`config.mk`:
```
export PLATFORM = sky130hd
export DESIGN_NAME = tapped_delay_line
export DESIGN_NICKNAME = d
export VERILOG_FILES = /design/src/rtl/tapped_delay_line.sv
export SDC_FILE = /design/constraint.sdc
export NUM_CORES = 1
export LEC_CHECK = 0
export BUFFER_PORTS_ARGS = -buffer_cell sky130_fd_sc_hd__buf_2
export CAP_MARGIN = 20
export CORE_MARGIN = 2
export CORE_UTILIZATION = 45
export CTS_CLUSTER_SIZE = 10
export DETAILED_ROUTE_END_ITERATION = 10
export GPL_TIMING_DRIVEN = 0
export PLACE_DENSITY = 0.83
export SYNTH_ARGS = -nofsm -noshare
export SYNTH_HDL_FRONTEND = slang
export SYNTH_SLANG_ARGS = --single-unit
```
`constraint.sdc`:
```
create_clock -name clk -period 3.2 [get_ports clk]
set_input_delay 0.16 -clock clk [delete_from_list [all_inputs] [get_ports clk]]
set_output_delay 0.16 -clock clk [all_outputs]
set_load 0.005 [all_outputs]
```
`src/rtl/tapped_delay_line.sv`:
```
// Sample-enabled delay line with selectable output tap, full tap bus and fill tracking.
// Stages shift only on accepted samples; flush clears the line and the fill count.
module tapped_delay_line #(
    parameter int WIDTH = 8,
    parameter int DEPTH = 4
) (
    input  logic                                         clk,
    input  logic                                         rst_n,
    input  logic                                         in_valid,
    input  logic [WIDTH-1:0]                             data_in,
    input  logic                                         flush,
    input  logic [((DEPTH > 1) ? $clog2(DEPTH) : 1)-1:0] tap_sel,
    output logic [WIDTH-1:0]                             data_out,
    output logic                                         tap_valid,
    output logic [DEPTH*WIDTH-1:0]                       taps,
    output logic                                         out_stb,
    output logic                                         full,
    output logic [$clog2(DEPTH+1)-1:0]                   fill_cnt
);
    localparam int SEL_W = (DEPTH > 1) ? $clog2(DEPTH) : 1;
    localparam int CNT_W = $clog2(DEPTH + 1);
    localparam logic [CNT_W-1:0] CNT_MAX = CNT_W'(DEPTH);

    logic [WIDTH-1:0] stage_reg [DEPTH];
    logic [CNT_W-1:0] fill_cnt_reg;
    logic             out_stb_reg;
    logic [31:0]      sel_ext;
    logic [31:0]      cnt_ext;

    genvar gi;
    generate
        for (gi = 0; gi < DEPTH; gi++) begin : g_stage
            always_ff @(posedge clk or negedge rst_n) begin
                if (!rst_n) begin
                    stage_reg[gi] <= '0;
                end else if (flush) begin
                    stage_reg[gi] <= '0;
                end else if (in_valid) begin
                    if (gi == 0) begin
                        stage_reg[gi] <= data_in;
                    end else begin
                        stage_reg[gi] <= stage_reg[(gi > 0) ? gi - 1 : 0];
                    end
                end
            end
            assign taps[gi*WIDTH +: WIDTH] = stage_reg[gi];
        end
    endgenerate

    always_ff @(posedge clk or negedge rst_n) begin
        if (!rst_n) begin
            fill_cnt_reg <= '0;
            out_stb_reg  <= 1'b0;
        end else if (flush) begin
            fill_cnt_reg <= '0;
            out_stb_reg  <= 1'b0;
        end else if (in_valid) begin
            if (fill_cnt_reg != CNT_MAX) begin
                fill_cnt_reg <= fill_cnt_reg + 1'b1;
            end
            out_stb_reg <= 1'b1;
        end else begin
            out_stb_reg <= 1'b0;
        end
    end

    assign sel_ext = 32'(tap_sel);
    assign cnt_ext = 32'(fill_cnt_reg);

    // Out-of-range selects (non-power-of-two DEPTH) fall through to zero.
    always_comb begin
        data_out = '0;
        for (int k = 0; k < DEPTH; k++) begin
            if (sel_ext == 32'(k)) begin
                data_out = stage_reg[k];
            end
        end
    end

    assign tap_valid = (sel_ext < 32'(DEPTH)) && (cnt_ext > sel_ext);
    assign full      = (fill_cnt_reg == CNT_MAX);
    assign fill_cnt  = fill_cnt_reg;
    assign out_stb   = out_stb_reg;

    logic unused_sel_w;
    assign unused_sel_w = (SEL_W > 0);
endmodule
```
==> results list, run 1 <==
- The flow ran to the end, and the final reports show no timing, DRC or antenna violations.
* Initial core utilization: 47.4%
* Cell taking the most area after synthesis: sky130_fd_sc_hd__dfrtp_1
- The number of nets handed over by synthesis was 157.
- Cell Count, Final, Fillers Out: 252
- Number of clock buffers inserted by TritonCTS: 5
* Class of the most critical setup path: register to primary output
- Part of the cycle the worst path needs: 50.8%
- After clock tree synthesis, the setup repair step added 0 buffers.
- Sequential area share after synthesis: 51.2%
- For this run, the detailed router's first-pass iteration total came to 4.
- After detailed routing, the wire length on met1 is 1770 µm.
- During placement, the flow inserted port buffers numbering 56.
- The synthesized design contains 36 register bits.
- Post-Syn Area: 1760 µm²
* Post-Synthesis Cells: 139
- Yosys top cell area share: 51.2%
- The final layout contains routed wiring with a total length of 3940 µm.
- The final count of pins violating max slew came to 0.
- The endpoint identified for the worst register-to-register timing path is fill_cnt[1].
- Setup crit end kind: primary output
* Via count of the first global-routing pass: 1246
- Cells fill 60.2% of the core in the end.
* Endpoints failing setup: 0
- Once routing completed, OpenROAD measured the worst setup slack at 1570 ps.
* Largest fanout of any net on the critical path: 5
- STA classifies the critical path startpoint as a register.
- Using the TritonRoute via totals, the vias-per-cell ratio works out to 5.14.
- Syn avg cell area: 12.7 µm²
* CTS clk-pin slew, worst paths: 70 ps
- Counting distinct cell types in the post-synthesis netlist gives 20.
- The later pin in the worst-skew pair is clocked with a latency of 290 ps.
- Headroom to the max-slew limit came out at 47.5%.
- The number of buffers and inverters on the critical path is 1.
- Slowest cell on the critical path: sky130_fd_sc_hd__dfrtp_1
* Maximum clock frequency: 0.615 GHz
* Detailed route wirelength on metal2: 1890 µm
- Setup total negative slack on the finished layout was measured at 0 ps.
* Largest net degree at the start of global routing: 37
- Summed over all layers, the global routing overflow is 0.
- The most critical setup path has its endpoint at tap_valid.
* Logic depth of the worst setup path including buffers: 5
- For the pin with the worst max-slew slack, the measured transition is 787 ps.
- In the final layout, the share of cells above drive strength 1 is 39.7%.
* Count of pins on the block boundary: 60
- Counting I/O delays and the setup requirement, the final critical path takes 1630 ps.
* Via count: 1295
- DIE AREA: 4430 µm²
- The cell sitting at the root of the clock tree is a sky130_fd_sc_hd__clkbuf_8.
* Biggest area contributors in the synthesized netlist: sky130_fd_sc_hd__dfrtp_1 (51%), sky130_fd_sc_hd__mux2i_1 (19%), sky130_fd_sc_hd__mux4_2 (10%)
* # nets final: 221
- The worst register-to-register path has a setup slack of 1900 ps.
* Number of antenna violations at the first check in global routing: 0
- The register with the most flip-flops in the layout has 32 of them.
* Lkg Pwr: 1.27 nW
* Max H-tree Level: 2
* Reg2Reg Launch Point: fill_cnt[0]
- Required arrival time at the worst endpoint: 3040 ps
- Multi-input gate area: 769 µm²
- Before CTS, the worst setup slack after placement is 1770 ps.
* Area delta synth->final: 27.1%
- Measured in cells, the most critical reg-to-reg path has a length of 5.
- Number of buffers on the longest clock path: 2
- At the worst endpoint, the arrival time is 1470 ps.
* WL met3: 228 µm
- After filler insertion, the fill cell instance count of the layout stands at 348.
* Count of yosys warnings during synthesis: 0
* PwrDens: 471 nW/µm²
- In this run the worst hold path is classified as input port to register.
* Highest metal used: met4
* Delay-heaviest family, CP: flip-flops
- Instance count after placement with tap cells included: 243
- Detailed router's first-iteration violation count: 37
- The region available for standard cell placement spans 3720 µm².
- The detail route stage leaves a number of antenna-violating nets equal to 0.
- TritonCTS built the clock tree.
- From left edge to right edge, the die measures 66.5 µm.
- The wire-length estimate of the detail-placed layout is 2750 µm.
- Row Count: 22
* Critical path cell sequence: ha_1, nor2b_1, o21ai_0, nand2b_1, buf_2
- Measured along the y axis, the die boundary spans 66.5 µm.
* Resize count post-CTS: 0
- IR analysis of the VDD net gives a maximum drop of 0.290 mV.
- Setup repair after global routing missed its margin: no
- For this run, design rule violations remaining after detail routing come to 0.
- Area of all sequential standard cells: 901 µm²
- The final number of hold-violating endpoints was 0.
* Clock Sinks: 36
- Max_cap viols: 0
* Overall global routing resource usage: 19.7%
- Final setup skew: 2.20 ps
* Final RePlAce weighted congestion: 0.715
* Number of inserted diodes: 0
* Routed length per placed instance: 15.6 µm
* First-pass GRT wire length: 6240 µm
* Worst path max stage delay: 430 ps
* Start point of the critical path: fill_cnt[1]
worst min path at each step:
stage               depth (start not counted)     endpoint  slack, ps  startpoint
finish                                      3      taps[5]        110  data_in[5]
detailed placement                          1      out_stb        290       rst_n
CTS                                         3      taps[1]        120  data_in[1]
global route                                3      taps[0]        130  data_in[0]
global placement                            1      out_stb        280       rst_n
floorplan                                   0  fill_cnt[0]       -140       rst_n
through the flow:
step                hold slack (ps)  power [mW]  area [µm²]
global placement                283       0.620        2100
global route                    126        1.10        2240
finish                          114        1.05        2240
detailed placement              289       0.623        2100
CTS                             119        1.06        2240
floorplan                      -136       0.569        1760
what timing repair did:
item / 4_1_cts / 5_1_grt
hold endpoints to repair: 36 / 0
hold buffers: 1 / 0
setup endpoints to repair: 0 / 0
worst min-delay path, delay by kind of cell:
family,cells,cell delay [ps]
buffers and inverters,1,70
muxes,1,50
and+or+nand+nor,1,80
Yosys cell counts:
cell type / number
sky130_fd_sc_hd__xnor2_1: 1
sky130_fd_sc_hd__clkbuf_2: 1
sky130_fd_sc_hd__a21boi_4: 1
sky130_fd_sc_hd__nor2_1: 34
sky130_fd_sc_hd__buf_1: 2
sky130_fd_sc_hd__and2_1: 1
sky130_fd_sc_hd__inv_1: 3
sky130_fd_sc_hd__nand2b_1: 1
sky130_fd_sc_hd__dfrtp_1: 36
sky130_fd_sc_hd__and4b_1: 1
sky130_fd_sc_hd__mux2i_1: 33
sky130_fd_sc_hd__nor2b_1: 2
sky130_fd_sc_hd__nand2_1: 1
sky130_fd_sc_hd__nor3_1: 1
sky130_fd_sc_hd__mux4_2: 8
sky130_fd_sc_hd__buf_2: 2
sky130_fd_sc_hd__ha_1: 4
sky130_fd_sc_hd__buf_6: 5
sky130_fd_sc_hd__o21ai_0: 1
sky130_fd_sc_hd__a21oi_1: 1
cell usage in the layout, fill, tap and decap left out:
cell type and instances:
sky130_fd_sc_hd__o21ai_0 1, sky130_fd_sc_hd__nand2b_1 1, sky130_fd_sc_hd__dlygate4sd3_1 1, sky130_fd_sc_hd__a21boi_4 1, sky130_fd_sc_hd__mux2i_1 33, sky130_fd_sc_hd__buf_2 58
sky130_fd_sc_hd__ha_1 4, sky130_fd_sc_hd__nor2_1 34, sky130_fd_sc_hd__nor2b_1 2, sky130_fd_sc_hd__nor3_1 1, sky130_fd_sc_hd__nand2_1 1, sky130_fd_sc_hd__and4b_1 1
sky130_fd_sc_hd__a21oi_1 1, sky130_fd_sc_hd__buf_6 5, sky130_fd_sc_hd__xnor2_1 1, sky130_fd_sc_hd__inv_1 3, sky130_fd_sc_hd__dfrtp_1 36, sky130_fd_sc_hd__bufinv_16 1
sky130_fd_sc_hd__mux4_2 8, sky130_fd_sc_hd__clkbuf_2 1, sky130_fd_sc_hd__clkbuf_8 7, sky130_fd_sc_hd__buf_1 2, sky130_fd_sc_hd__and2_1 1
power by group:
part | total, mW | internal [mW] | switching [mW]
registers | 0.485 | 0.470 | 0.0154
logic | 0.129 | 0.0628 | 0.0658
clock network | 0.440 | 0.275 | 0.165
total | 1.05 | 0.807 | 0.247
cell type report:
cell class	count	share of cell area, %
Buffer	10	3.52
Clock buffer	7	4.31
Clock inverter	1	1.34
Inverter	3	0.503
Multi-Input combinational cell	90	34.4
Sequential cell	36	40.3
Tap cell	48	2.68
Timing Repair Buffer	57	13.0
metal layers:
metal / vias up / GRT usage (%)
li1: 606 / -
met1: 640 / 26.1
met2: 43 / 30.8
met3: 6 / 6.42
met4: 0 / 6.12
met5: - / 0
cells by family (layout without fill, tap and decap cells):
family | count (synthesis) | in the layout | synth area share (%)
flops | 36 | 36 | 51.2
xor+xnor | 1 | 1 | 0.498
fa+ha+maj | 4 | 4 | 2.84
buf+inv | 13 | 78 | 5.12
compound gates | 3 | 3 | 1.63
mux | 41 | 41 | 29.0
simple gates | 41 | 41 | 9.74
Power figures use the tool's default switching activity.
==> run 2: changes to the inputs <==
--- a/config.mk
+++ b/config.mk
@@ -12,7 +12,7 @@
 export CTS_CLUSTER_SIZE = 10
 export DETAILED_ROUTE_END_ITERATION = 10
 export GPL_TIMING_DRIVEN = 0
-export PLACE_DENSITY = 0.83
+export PLACE_DENSITY = 0.86
 export SYNTH_ARGS = -nofsm -noshare
 export SYNTH_HDL_FRONTEND = slang
 export SYNTH_SLANG_ARGS = --single-unit
==> constraint.sdc (replaced) <==
create_clock -name clk -period 1.35 [get_ports clk]
set_input_delay 0.0675 -clock clk [delete_from_list [all_inputs] [get_ports clk]]
set_output_delay 0.0675 -clock clk [all_outputs]
set_load 0.005 [all_outputs]
==> run 2 against run 1 <==
Compared with the run above:
- sequential power rose by 140%
- final area rose by 16%
- power rose by 150%
- the flow now finishes with violations (negative setup slack)
- die area did not move
- sequential cell count did not move
- via count rose by 16%
- utilization rose by 9.6 points
==> results list, run 2 (synthesis gave the netlist of run 1 again) <==
* Via count of the first global-routing pass: 1486 (+19%)
- Required arrival time at the worst endpoint: 1280 ps (-1760 ps)
* Type of element launching the critical path: register
- The post-layout instance count excluding filler cells came to 295 (+17%).
- Initial core utilization: 47.4% (unchanged)
- The reported leakage power came to 1.50 nW (+19%).
- For hold timing, the worst endpoint is taps[1].
* Largest fanout of any net on the critical path: 2 (-3)
- The largest stage delay on the critical path came to 400 ps (-30 ps).
- The smallest clock period supported by the final layout is computed as 1500 ps.
* Worst vdd rail ir drop: 0.616 mV (+110%)
- The combined global-route utilization of all metal layers is 23.2% (+3.5 points).
- The clock transition at the registers of the reported paths came to 80 ps (about the same).
- Routed length per placed instance: 16.6 µm (+6.3%)
* Global route total overflow: 0 (unchanged)
- The number of antenna violations at the first check in global routing came to 0 (unchanged).
- Die W: 66.5 µm (unchanged)
- Instance count after placement with tap cells included: 243 (unchanged)
* First-pass GRT wire length: 7400 µm (+19%)
- Setup repair after global routing missed its margin: yes
- Post-Route WL: 4900 µm (+24%)
* Detailed router's first-iteration violation count: 53 (+43%)
- The worst-case clock skew came to 9.58 ps (+7.38 ps).
- The minimum setup slack among reg-to-reg paths came to 10 ps (-1890 ps).
- The worst path uses 111% of the clock period.
* Slowest cell on the critical path: sky130_fd_sc_hd__dfrtp_1
- The worst-case headroom to the max-slew limit is 47.6% (+0.048 points).
- The library cells used most frequently in the layout, excluding fill and tap cells, are sky130_fd_sc_hd__buf_2 (57), sky130_fd_sc_hd__buf_4 (42), sky130_fd_sc_hd__dfrtp_1 (36), sky130_fd_sc_hd__nor2_1 (34), sky130_fd_sc_hd__mux2i_1 (33).
- The path class of the tightest hold or removal check is input port to register.
- The maximum clock insertion buffer count was 2 (unchanged).
- The vias after detailed routing came to 1503 (+16%).
- Hold Path Cell Cnt: 3 (unchanged)
- Critical path cell sequence: ha_1, nor2b_1, o21ai_1, nand2b_1, buf_2
- Reg2Reg Launch Point: fill_cnt[1]
* Violations in the final reports: negative setup slack
- Run status: finished with violations
- STA classifies the critical path endpoint as a primary output.
- The power density over the cells was 1000 nW/µm² (+110%).
* Setup Total Neg Slack: -302 ps (-302 ps)
- TritonCTS built the clock tree.
- The worst register-to-register path ends at fill_cnt[2].
* Height of the chip: 66.5 µm (unchanged)
- The final antenna diode count came to 0 (unchanged).
- Remaining number of nets flagged by the antenna check after routing: 0 (unchanged)
- Max-slew violations: 0 (unchanged)
* Maximum clock frequency: 0.667 GHz
* Final RePlAce weighted congestion: 0.732 (+2.3%)
- The proportion of layout cells with a drive suffix above 1 is 51.8% (+12 points).
* Class of the most critical setup path: register to primary output
- Input/output buffers: 56 (unchanged)
* Source-to-sink clock delay at the later pin of the worst-skew pair: 300 ps (about the same)
- DR pass1 iterations: 4 (unchanged)
- Number of clock buffers inserted by TritonCTS: 5 (unchanged)
- Hold Crit Start: data_in[1]
- The final number of hold-violating endpoints came to 0 (unchanged).
- The critical path arrival is 1430 ps (-40 ps).
- The max-capacitance violation count is 0 (unchanged).
* Area delta synth->final: 47.3%
- Half-perimeter wire length after detailed placement: 2730 µm (-0.77%)
- The total die area is 4430 µm² (unchanged).
- The actual slew at the worst max-slew pin is 786 ps (-0.721 ps).
- Endpoints failing setup: 6 (+6)
- The number of H-tree levels is 2 (unchanged).
- The detailed-route vias per instance came to 5.09 (-0.86%).
- Post-route DRC: 0 (unchanged)
- Root cell of the clock tree: sky130_fd_sc_hd__clkbuf_8
* # nets final: 264 (+19%)
* Reg2Reg Depth: 7 (+2)
- The sum of buffers and inverters on the critical path was 1 (unchanged).
- Placeable core region: 3720 µm² (unchanged)
- Largest net degree at the start of global routing: 37 (unchanged)
- The I/O pin count is 60 (unchanged).
* Final worst slack: -148 ps (-1720 ps)
- Hold WS: 25.6 ps (-88.2 ps)
- Max reg flops: 32 (unchanged)
- Delay-heaviest family, CP: flip-flops
* Clock Sinks: 36 (unchanged)
- Leaving out fill and tap cells, the most frequent cell in the layout is sky130_fd_sc_hd__buf_2.
- The placement-stage worst setup slack was 45.2 ps (-1730 ps).
* Row Count: 22 (unchanged)
-- run 2: where the power goes --
part / total, mW / switching, mW / leakage [nW] / internal [mW]
logic: 0.419 / 0.203 / 0.944 / 0.216
clock network: 1.04 / 0.393 / 0.0645 / 0.652
registers: 1.14 / 0.0241 / 0.492 / 1.11
total: 2.60 / 0.621 / 1.50 / 1.98
-- run 2: layout make-up --
class	instances	area [µm²]
Inverter	3	13.8
Multi-Input combinational cell	90	790
Fill cell	264	1120
Tap cell	48	60.1
Clock buffer	7	96.3
Sequential cell	36	901
Timing Repair Buffer	100	623
Clock inverter	1	30.0
Buffer	10	78.8
-- run 2: through the flow --
stage	power [mW]	utilization, %	cell area [µm²]
finish	2.60	69.8	2590
global route	2.71	69.8	2590
CTS	2.56	66.7	2480
detailed placement	1.48	56.5	2100
global placement	1.47	56.5	2100
floorplan	1.35	-	1760
-- run 2: worst max path at each step --
stage / startpoint / end / slack [ps] / depth (start not counted)
finish: fill_cnt[1] / tap_valid / -150 / 5
global route: fill_cnt[1] / tap_valid / -210 / 5
CTS: fill_cnt[1] / tap_valid / -130 / 5
detailed placement: fill_cnt[0] / fill_cnt[1] / 50 / 5
global placement: fill_cnt[0] / fill_cnt[1] / 70 / 5
floorplan: fill_cnt[0] / fill_cnt[1] / 130 / 5
-- run 2: timing repair --
item | in CTS | in global routing
hold buffers | 1 | 0
setup buffers | 32 | 11
endpoints found under the setup margin | 10 | 12
hold endpoints to repair | 36 | 0
pin swaps | 0 | 3
resized for setup | 2 | 7
-- run 2: worst reg2reg max path, stage by stage, from the launching register on --
cell                      delay, ps
sky130_fd_sc_hd__dfrtp_1        400
sky130_fd_sc_hd__buf_4          140
sky130_fd_sc_hd__buf_6          120
sky130_fd_sc_hd__inv_4           50
sky130_fd_sc_hd__ha_4           150
sky130_fd_sc_hd__buf_4          110
sky130_fd_sc_hd__and4b_1        190
sky130_fd_sc_hd__nor3_2         110
-- run 2: routing by layer --
| layer | share of wire [%] | track usage [%] | vias to the layer above | wire, µm |
|---|---|---|---|---|
| met5 | 0 | 0 | - | 0 |
| met4 | 1.9 | 9.18 | 0 | 93 |
| met3 | 4.0 | 5.41 | 8 | 196 |
| met2 | 52 | 41.0 | 49 | 2540 |
| met1 | 42 | 26.9 | 754 | 2070 |
| li1 | - | - | 692 | - |
==> run 3: changes to the inputs <==
--- a/config.mk
+++ b/config.mk
@@ -13,6 +13,7 @@
 export DETAILED_ROUTE_END_ITERATION = 10
 export GPL_TIMING_DRIVEN = 0
 export PLACE_DENSITY = 0.86
+export RECOVER_POWER = 50
 export SYNTH_ARGS = -nofsm -noshare
 export SYNTH_HDL_FRONTEND = slang
 export SYNTH_SLANG_ARGS = --single-unit
==> run 3 against run 2 <==
Compared with the run above:
- the run still ends with negative setup slack left
- die area stayed put
- clock power hardly changed
- register-to-register slack hardly changed
- combinational power is 5.3% lower
- sequential power hardly changed
- first-iteration DRC count is 34% lower
- clock skew hardly changed
- final area is 3.2% lower
- sequential cell count stayed put
- critical path type unchanged
- highest routed layer unchanged
==> results list, run 3 (synthesis gave the netlist of run 1 again) <==
- Count of pins on the block boundary: 60 (unchanged)
- The worst-case clock skew is 9.12 ps (-0.456 ps).
- # nets final: 264 (unchanged)
- Most frequent standard cell in the layout excluding fill and tap cells: sky130_fd_sc_hd__buf_2
- Class of the most critical setup path: register to primary output
- Type of element launching the critical path: register
- The max-capacitance violation count is 0 (unchanged).
* Worst endpoint data arrival time: 1430 ps (about the same)
- CTS tree: built
* RR Endpoint: fill_cnt[2]
* Number of clock buffers inserted by TritonCTS: 5 (unchanged)
- The total negative slack for setup checks is -282 ps (+20.2 ps).
* Sequential fraction of design power: 44.1% (+0.4 points)
* CTS clk-pin slew, worst paths: 80 ps (about the same)
* Height of the chip: 66.5 µm (unchanged)
- Overall global routing resource usage: 23.2% (unchanged)
- Number of antenna violations at the first check in global routing: 0 (unchanged)
* Hold Crit Start: data_in[2]
- Final worst slack: -148 ps (+0.509 ps)
- The core area is 3720 µm² (unchanged).
- The path with the worst hold slack has its endpoint at taps[2].
- PwrDens: 1030 nW/µm² (+2.3%)
- In this run the critical register-to-register path is launched from fill_cnt[1].
* Lkg Pwr: 1.40 nW (-6.7%)
* Root cell of the clock tree: sky130_fd_sc_hd__clkbuf_8
- The number of global-route vias before repair was 1486 (unchanged).
- The post-route DRC violation count is 0 (unchanged).
* Switching Power: 617 µW (-0.54%)
- Largest fanout of any net on the critical path: 2 (unchanged)
- Row Count: 22 (unchanged)
- The final reports fail on negative setup slack.
- The critical path goes through ha_1, nor2b_1, o21ai_1, nand2b_1, buf_2.
- Worst path max stage delay: 400 ps (about the same)
- Detailed router's first-iteration violation count: 35 (-34%)
- Setup repair after global routing missed its margin: yes
- Remaining number of nets flagged by the antenna check after routing: 0 (unchanged)
- Max-slew violations: 0 (unchanged)
- The total die area came to 4430 µm² (unchanged).
- The width of the die was 66.5 µm (unchanged).
* Via count: 1497 (-0.40%)
- Source-to-sink clock delay at the later pin of the worst-skew pair: 300 ps (about the same)
- Number of inserted diodes: 0 (unchanged)
* Max H-tree Level: 2 (unchanged)
- The post-detailed-route wirelength per cell came to 16.5 µm (-0.55%).
- The worst setup path is captured at a primary output.
- Logic pwr share: 15.4% (-0.7 points)
- Run status: finished with violations
- The kind of cell with the highest combined delay along the critical path is flip-flops.
- The achievable frequency was 0.668 GHz (about the same).
* Remaining max-slew budget at the tightest pin: 41.9% (-5.7 points)
- The first-pass GRT wire length is 7400 µm (unchanged).
- The sum of buffers and inverters on the critical path came to 1 (unchanged).
- Slew at the pin with the worst max-slew slack: 872 ps (+86.1 ps)
* DR pass1 iterations: 4 (unchanged)
- The worst hold path stage count came to 3 (unchanged).
- The data required time of the worst path was 1280 ps (about the same).
- The sum of internal, switching and leakage power was 2.58 mW (-0.94%).
- Internal reg-to-reg setup slack: 10 ps (about the same)
* Area of all sequential standard cells: 901 µm² (unchanged)
* Clock Sinks: 36 (unchanged)
* Minimum period implied by the final worst setup slack: 1500 ps (-0.509 ps)
* Share of cells above drive strength 1: 42.9% (-8.9 points)
- The HPWL reported at the end of detailed placement was 2730 µm (unchanged).
- Input/output buffers: 56 (unchanged)
- The net switching fraction of the power was 24.0% (+0.095 points).
- In this run the worst hold path is classified as input port to register.
* Multi-input gate area: 790 µm² (unchanged)
* Largest net degree at the start of global routing: 37 (unchanged)
- The clock share of power came to 40.5% (+0.3 points).
- The placer's final routability congestion estimate is 0.732 (unchanged).
* Endpoints failing setup: 4 (-2)
* Leading cell types in the layout, fill and taps excluded: sky130_fd_sc_hd__buf_2 (51), sky130_fd_sc_hd__dfrtp_1 (36), sky130_fd_sc_hd__nor2_1 (34), sky130_fd_sc_hd__mux2i_1 (33), sky130_fd_sc_hd__clkbuf_1 (22)
* Number of buffers on the longest clock path: 2 (unchanged)
- Post-Route WL: 4870 µm (-0.55%)
- Layout Utilization: 67.5% (-2.2 points)
* Part of the cycle the worst path needs: 111% (about the same)
- Global route total overflow: 0 (unchanged)
- The number of flip-flops under the largest register name was 32 (unchanged).
- The cell count of the worst reg-to-reg path was 7 (unchanged).
- The detailed-route vias per instance was 5.07 (-0.40%).
- The slowest stage of the critical path belongs to the cell sky130_fd_sc_hd__dfrtp_1.
- Internal power contribution: 1.96 mW (-1.1%)
- The largest voltage drop on the vdd net came to 0.617 mV (+0.14%).
- Initial core utilization: 47.4% (unchanged)
* Final hold violation count: 0 (unchanged)
- Filler cell count: 290 (+9.8%)
- Compared with the post-synthesis result, the final layout area differs by 42.6%.
==> run 3: changes by cell type in the layout (fill, tap and decap cells not counted), sizes merged <==
cell / previous run / this run
buf: 108 / 73
clkbuf: 8 / 43
==> run 3: power by group through the flow <==
stage          combinational [mW]  sequential, mW  clock [mW]
6_report                    0.397            1.14        1.04
2_1_floorplan               0.182            1.17           0
3_5_place_dp                0.308            1.17           0
5_1_grt                     0.435            1.14        1.11
4_1_cts                     0.375            1.14        1.05
3_3_place_gp                0.300            1.17           0
==> run 3: worst max path at each step <==
stage                      startpoint  cells after the start          end  slack, ps
after global routing      fill_cnt[1]                      5    tap_valid       -210
after CTS                 fill_cnt[1]                      5    tap_valid       -130
final                     fill_cnt[1]                      5    tap_valid       -150
after floorplan           fill_cnt[0]                      5  fill_cnt[1]        130
after global placement    fill_cnt[0]                      5  fill_cnt[1]         70
after detailed placement  fill_cnt[0]                      5  fill_cnt[1]         50
==> run 3: routing by layer <==
metal	track usage (%)	up-vias	share of wire (%)
li1	-	692	-
met1	26.9	748	42
met2	41.0	49	52
met3	5.41	8	3.8
met4	9.18	0	1.9
met5	0	-	0
==> run 3: tightest hold or removal path, stage by stage <==
cell,delay (ps)
sky130_fd_sc_hd__buf_2,80
sky130_fd_sc_hd__mux2i_1,60
sky130_fd_sc_hd__nor2_1,70
==> run 3: layout make-up <==
| class | instances | share of cell area, % |
|---|---|---|
| inverter | 3 | 0.548 |
| multi-input combinational | 90 | 31.5 |
| tap | 48 | 2.39 |
| clock inverter | 1 | 1.20 |
| buffer | 10 | 2.59 |
| timing repair buffer | 100 | 22.1 |
| clock buffer | 7 | 3.84 |
| sequential | 36 | 35.9 |
==> run 3: what timing repair did <==
| item | in CTS | in global routing |
|---|---|---|
| endpoints found under the hold margin | 36 | 0 |
| endpoints found under the setup margin | 10 | 12 |
| pin swaps | 0 | 3 |
| setup buffers | 32 | 11 |
| hold buffers | 1 | 0 |
| resized for setup | 2 | 7 |
==> run 3: metrics by stage <==
step | hold WS, ps | std cells | area [µm²] | worst slack, ps
after floorplan | -228 | 139 | 1760 | 131
after global placement | 184 | 243 | 2100 | 69.1
after detailed placement | 185 | 243 | 2100 | 45.2
after CTS | 19.8 | 284 | 2480 | -134
after global routing | 44.0 | 295 | 2510 | -214
final | 24.7 | 295 | 2510 | -148
